===== src/rtl/ram_mem_pkg.sv =====
// Shared helpers for the bus-mapped word RAM.
package ram_mem_pkg;

  // Index width; at least one bit so a single-word RAM still gets a legal vector.
  function automatic int unsigned idx_w(input int unsigned n);
    return (n > 1) ? $clog2(n) : 1;
  endfunction

endpackage


===== src/rtl/ram_mem_addr_dec.sv =====
// Window decode: hit when addr lies in [ADDR_BASE, ADDR_BASE+MEM_SIZE), idx = addr - ADDR_BASE.
module ram_mem_addr_dec
  import ram_mem_pkg::*;
#(
  parameter int BUS_WIDTH = 32,
  parameter int ADDR_BASE = 10,
  parameter int MEM_SIZE  = 32,
  parameter int IDX_W     = idx_w(MEM_SIZE)
) (
  input  logic [BUS_WIDTH-1:0] addr,
  output logic                 hit,
  output logic [IDX_W-1:0]     idx
);

  // One extra bit keeps ADDR_BASE+MEM_SIZE from wrapping near the top of the bus.
  localparam logic [BUS_WIDTH:0] LO = (BUS_WIDTH+1)'(ADDR_BASE);
  localparam logic [BUS_WIDTH:0] HI = (BUS_WIDTH+1)'(ADDR_BASE + MEM_SIZE);

  logic [BUS_WIDTH:0] a_ext;

  always_comb begin
    a_ext = {1'b0, addr};
    hit   = (a_ext >= LO) && (a_ext < HI);
    idx   = IDX_W'(a_ext - LO);
  end

endmodule


===== src/rtl/ram_mem.sv =====
// Bus-mapped word RAM: synchronous write, combinational read, sync active-high clear.
module ram_mem
  import ram_mem_pkg::*;
#(
  parameter int BUS_WIDTH = 32,
  parameter int ADDR_BASE = 10,
  parameter int MEM_SIZE  = 32
) (
  input  logic                 clk,
  input  logic                 reset,
  input  logic                 write_en,
  input  logic [BUS_WIDTH-1:0] addr_write,
  input  logic [BUS_WIDTH-1:0] data_write,
  input  logic [BUS_WIDTH-1:0] addr_read,
  output logic [BUS_WIDTH-1:0] data_read
);

  localparam int ADDR_IDX_W = idx_w(MEM_SIZE);

  logic [BUS_WIDTH-1:0]  mem [0:MEM_SIZE-1];
  logic                  wr_hit, rd_hit;
  logic [ADDR_IDX_W-1:0] wr_idx, rd_idx;

  ram_mem_addr_dec #(
    .BUS_WIDTH(BUS_WIDTH), .ADDR_BASE(ADDR_BASE), .MEM_SIZE(MEM_SIZE), .IDX_W(ADDR_IDX_W)
  ) u_wr_dec (
    .addr(addr_write), .hit(wr_hit), .idx(wr_idx)
  );

  ram_mem_addr_dec #(
    .BUS_WIDTH(BUS_WIDTH), .ADDR_BASE(ADDR_BASE), .MEM_SIZE(MEM_SIZE), .IDX_W(ADDR_IDX_W)
  ) u_rd_dec (
    .addr(addr_read), .hit(rd_hit), .idx(rd_idx)
  );

  // Reset clears every word and beats a coincident write.
  always_ff @(posedge clk) begin
    if (reset) begin
      for (int i = 0; i < MEM_SIZE; i++) mem[i] <= '0;
    end else if (write_en && wr_hit) begin
      mem[wr_idx] <= data_write;
    end
  end

  always_comb begin
    data_read = '0;
    if (rd_hit) data_read = mem[rd_idx];
  end

endmodule


===== config.mk =====
export PLATFORM = sky130hd
export DESIGN_NAME = ram_mem
export DESIGN_NICKNAME = d
export VERILOG_FILES = /design/src/rtl/ram_mem_pkg.sv /design/src/rtl/ram_mem_addr_dec.sv /design/src/rtl/ram_mem.sv
export SDC_FILE = /design/constraint.sdc
export NUM_CORES = 1
export LEC_CHECK = 0
export ABC_AREA = 1
export CAP_MARGIN = 20
export CORE_MARGIN = 2
export CORE_UTILIZATION = 40
export DETAILED_ROUTE_END_ITERATION = 10
export PLACE_DENSITY_LB_ADDON = 0.3
export SYNTH_ARGS = -nofsm -noshare
export SYNTH_HDL_FRONTEND = slang
export SYNTH_SLANG_ARGS = --single-unit
export TNS_END_PERCENT = 5

===== constraint.sdc =====
create_clock -name clk -period 5.3 [get_ports clk]
set_input_delay 0.795 -clock clk [delete_from_list [all_inputs] [get_ports clk]]
set_output_delay 0.795 -clock clk [all_outputs]
set_load 0.005 [all_outputs]

==> run metrics, run 1 <==
status finished, final reports clean; HP Start data_write[14]; non-filler cells, final 6339; Max Cap Viol 0; nets 4821; CP max FO 20; initial antenna violation count 0; critical path launch point type primary input; synth unique cells 32; DRT iter0 DRCs between 4000 and 5000; GRT overflow 0; synthesized flop and latch total about 1000; sequential fraction of the synthesis area 64.64%; unrepaired setup endpoints after global routing no; Layout area overhead 12.77%; post-detail-place hpwl 82880 um; DIE AREA 121700 um^2; Setup violations, final 0; P per Cell Area 342.8 nW/um^2; Peak supply drop between 0.0002 and 0.0003 V; die width 348.9 um; first-pass GRT wire length ~230000 um; Placer Congestion 0.8388; total routed wirelength 152000 um; CTS Sinks 1024; Vias 36710; highest clock rate 205.9 MHz; Final Cycle Share 91.64%; WP data required around 4.5 ns; Reg power frac 51.0%; Tot GR Track Use 24.79%; Hold Crit Class in2reg; Synth Net Count 4918; Clk pwr share 38.7%; Leak roughly 19 nW; share of layout cells above drive strength 1 7.787%; Syn Inst Count between 4000 and 5000; CTS buffer count 106; Slew HR 23.30%; mapped cell area 47570 um^2; clock-pin slew on the worst setup and hold paths about 0.060 ns; Final min period between 4 and 5 ns; Routed Antenna Nets 0; setup TNS 0 ns; post-CTS setup buffers 0; n_diodes 0; Root Buffer clkbuf_16; initial core utilization 40.29%; ranking of synthesized cells by area edfxtp_1 65%, nand3_1 9.4%, nand2_1 9.1%, nor3_1 5.4%, nor2_1 4.4%; die height 348.9 um; CTS tree done; # resized after CTS 0; clk buf depth 3; final hold vios 0; CP arrival 4.06 ns; Reg with most FFs mem; synth warn 0; WHS Endpoint mem[18][14]; IO Port Bufs 130; drt first pass iters 5; Sw Ratio 25.22%; commonest cells after routing, fill and taps aside 1139 x nand2_1, 1024 x edfxtp_1, 896 x nand3_1; top cell type's share of synthesized area 64.64%; I/O pin count 131; Largest regs mem x1024; Least-Margin Pin Slew 1.138 ns; WL per Instance roughly 24 um; vias in the first global route about 35000; max reg flops 1024; DP Worst Slack around 0.52 ns; Core Region 118100 um^2; htree depth 3; Placed Instances about 6000; critical path class in2out; hold-critical path depth 3; cell taking the most area after synthesis edfxtp_1; switching power between 4 and 5 mW; Setup crit start addr_read[3]; Hold-fix buffers, CTS 0; Vias/cell approximately 5.8; P_int 13.75 mW; post-route setup slack ~0.44 ns; combinational power share 10.2%; Max Slew Vio Count 0; row count 126; Mapped Avg Cell Area just under 10 um^2; Worst Setup End Kind output pin; largest net degree at the start of global routing 145; Residual DRC 0; most common cell after layout, fill and taps aside nand2_1
## routing by layer
layer  part of all wire [%]  track usage, %
met1                     41           34.58
met2                     47           39.66
met3                     10           4.088
met4                    2.7           7.723
met5                      0               0
## worst max-delay path by stage
stage | end | cells after the start | slack, ns
after floorplan | mem[11][0] | 7 | 0.78
after global placement | data_read[14] | 10 | 0.46
after detailed placement | data_read[14] | 10 | 0.52
after CTS | data_read[14] | 10 | 0.51
after global routing | data_read[13] | 10 | 0.32
final | data_read[14] | 10 | 0.44
## final cells by class
cell class	instances	area, um^2
clock inverters	52	375.4
fillers	10900	64430
repair buffers	276	2893
inverters	76	305.3
multi-input cells	3236	14540
clock buffers	139	2861
flip-flops and latches	1024	30750
well taps	1536	1922
## kinds of logic after synthesis
kind of cell | synth area share [%]
adders and majority gates | 0.05259
DFF | 64.64
AOI/OAI and AO/OA | 0.5602
and+or+nand+nor | 29.33
buffers and inverters | 5.368
xor gates and xnor gates | 0.05261
## power by group through the flow
| stage | clock network [mW] | registers (mW) | logic [mW] |
|---|---|---|---|
| finish | 7.12 | 9.39 | 1.88 |
| global route | 7.49 | 9.42 | 2.01 |
| CTS | 7.17 | 9.39 | 1.85 |
| detailed placement | 0 | 9.56 | 1.85 |
| global placement | 0 | 9.55 | 1.83 |
| floorplan | 0 | 9.55 | 1.08 |
## through the flow
stage	utilization [%]	hold slack, ns	cell area, um^2	power (mW)
5_1_grt	45.44	1.126	53650	18.92
3_5_place_dp	42.65	1.798	50370	11.40
4_1_cts	45.39	1.073	53600	18.41
2_1_floorplan	-	1.114	47570	10.63
6_report	45.44	1.100	53650	18.39
3_3_place_gp	42.52	1.795	50210	11.37
## cells in the mapped netlist (all sizes together)
cell type	count
nand2	1170
edfxtp	1024
nand3	904
nor2	582
nor3	513
clkbuf	246
buf	235
inv	75
a21oi	31
o21ai	20
or2	6
nand4	3
ha	2
xor2	2
and2	1
clkinv	1
nand3b	1
o211ai	1
## worst max-delay path: stages
cell,delay [ns]
clkdlybuf4s50_1,0.62
o21ai_0,0.15
and2_1,0.18
nor2_1,0.53
inv_2,0.42
buf_4,0.34
nand2_1,0.09
nand2_1,0.05
nor2_1,0.29
clkdlybuf4s50_1,0.58
No activity file was read; power rests on OpenSTA's default activity.
==> run 2: changes to the inputs <==
PLACE_DENSITY_LB_ADDON = not set   (was 0.3)
==> run 2 against run 1 <==
Clock power increased by 1%. Critical path depth up 2. Power grew 0.69%.
==> run metrics, run 2 (synthesis gave the netlist of run 1 again) <==
post-detail-place hpwl 87880 um; drt first pass iters 8; Tot GR Track Use a little over a quarter; Placer Congestion 0.8442; CTS Sinks 1024; vias in the first global route about 35000; final hold vios 0; first-pass GRT wire length between 200000 and 250000 um; most common cell after layout, fill and taps aside nand2_1; Max Cap Viol 0; IO Port Bufs 130; Largest regs mem x1024; WP data required 4.51 ns; Final min period ~4.6 ns; WL per Instance 25.24 um; Max Slew Vio Count 0; commonest cells after routing, fill and taps aside 1136 x nand2_1, 1024 x edfxtp_1, 896 x nand3_1; nets 4829; Routed Antenna Nets 0; Reg with most FFs mem; Hold Crit Class in2reg; post-place instance area around 51000 um^2; clk buf depth 3; fill count 10940; Slew HR between 30% and 40%; # resized after CTS 0; highest clock rate around 220 MHz; max reg flops a little over 1000; max incr delay on CP 0.58 ns; CP dominant cell by count nand2_1; die width 348.9 um; CTS tree done; total routed wirelength 160400 um; post-CTS setup buffers 0; I/O pin count roughly 130; initial antenna violation count 1; Core Region 118100 um^2; Root Buffer clkbuf_16; setup TNS 0 ns; Hold WS 0.9277 ns; die height 348.9 um; Layout area overhead 13.69%; clock-pin slew on the worst setup and hold paths around 0.060 ns; critical path launch point type primary input; row count 126; post-route cell area 54080 um^2; share of layout cells above drive strength 1 8.217%; critical path's slowest cell clkdlybuf4s50_1; htree depth 3; Setup violations, final 0; critical path class in2out; Residual DRC 0; status finished, final reports clean; largest net degree at the start of global routing 160; DRT iter0 DRCs 4883; CP arrival between 3 and 4 ns; GRT overflow 0; Worst Setup End Kind output pin; n_diodes 0; utilization after layout 45.80%; Vias/cell 5.789; Leak a little under 20 nW; CP max FO 43; unrepaired setup endpoints after global routing no; multi-input combinational cell area 14600 um^2; Hold-fix buffers, CTS 0; Final Cycle Share 86.85%; total area of sequential cells between 30000 and 40000 um^2; initial core utilization 40.29%; P per Cell Area 342.4 nW/um^2; Vias 36790; Peak supply drop 0.0002585 V; CTS buffer count 106; cells along the critical path clkdlybuf4s50_1, inv_1, ha_4, xor2_4, clkinv_2, buf_12, nand3_1, nand2_1, nand2_1, nand2_1, nor2_1, clkdlybuf4s50_1; DIE AREA 121700 um^2; Least-Margin Pin Slew slightly above 1 ns
[run 2: cell types whose count changed in the layout (fill, tap and decap cells not counted), moves of 3 or more]
cell      before   now
nand3_2        6     0
nand3_4        2     8
clkinv_2      12    22
nand2_1     1139  1136
buf_4        109   102
nand2_2       22    25
buf_16         3    18
[run 2: path summary, 6_finish.rpt]
kind                           start           end  slack [ns]  cells past startpoint
worst max-delay path    addr_read[2]  data_read[0]        0.70                     12
worst min-delay path  data_write[23]   mem[18][23]        0.93                      3
[run 2: cell type report]
class	instances	area share (%)
Clock buffer	136	5.231
Clock inverter	63	0.8097
Inverter	76	0.5668
Multi-Input combinational cell	3236	26.99
Sequential cell	1024	56.85
Tap cell	1536	3.553
Timing Repair Buffer	284	5.996
[run 2: report_power, final]
part           leakage, nW  switching (mW)  total (mW)  internal [mW]
Combinational         8.13            1.43        1.94          0.517
Sequential            9.72           0.103        9.39           9.29
Clock                 1.60            3.22        7.19           3.97
Total                 19.4            4.75        18.5           13.8
[run 2: per-layer routing]
| metal | wire length (um) | up-vias | GRT usage (%) |
|---|---|---|---|
| met3 | 16430 | 272 | 4.359 |
| met2 | 74630 | 2074 | 40.92 |
| li1 | - | 16430 | - |
| met1 | 64040 | 18010 | 36.38 |
| met5 | 0 | - | 0 |
| met4 | 5325 | 0 | 9.298 |
[run 2: through the flow]
step,power [mW],std cells,worst slack (ns)
after global routing,19.02,6355,0.5970
after detailed placement,11.45,6148,0.7557
final,18.52,6355,0.6967
after global placement,11.40,6136,0.7467
after floorplan,10.63,4817,0.7773
after CTS,18.52,6347,0.7308
[run 2: worst max-delay path, delay by kind of cell]
family	cells	cell delay [ns]
buffers and inverters	5	2.01
and+or+nand+nor	5	0.58
xor gates and xnor gates	1	0.20
adders and majority gates	1	0.17
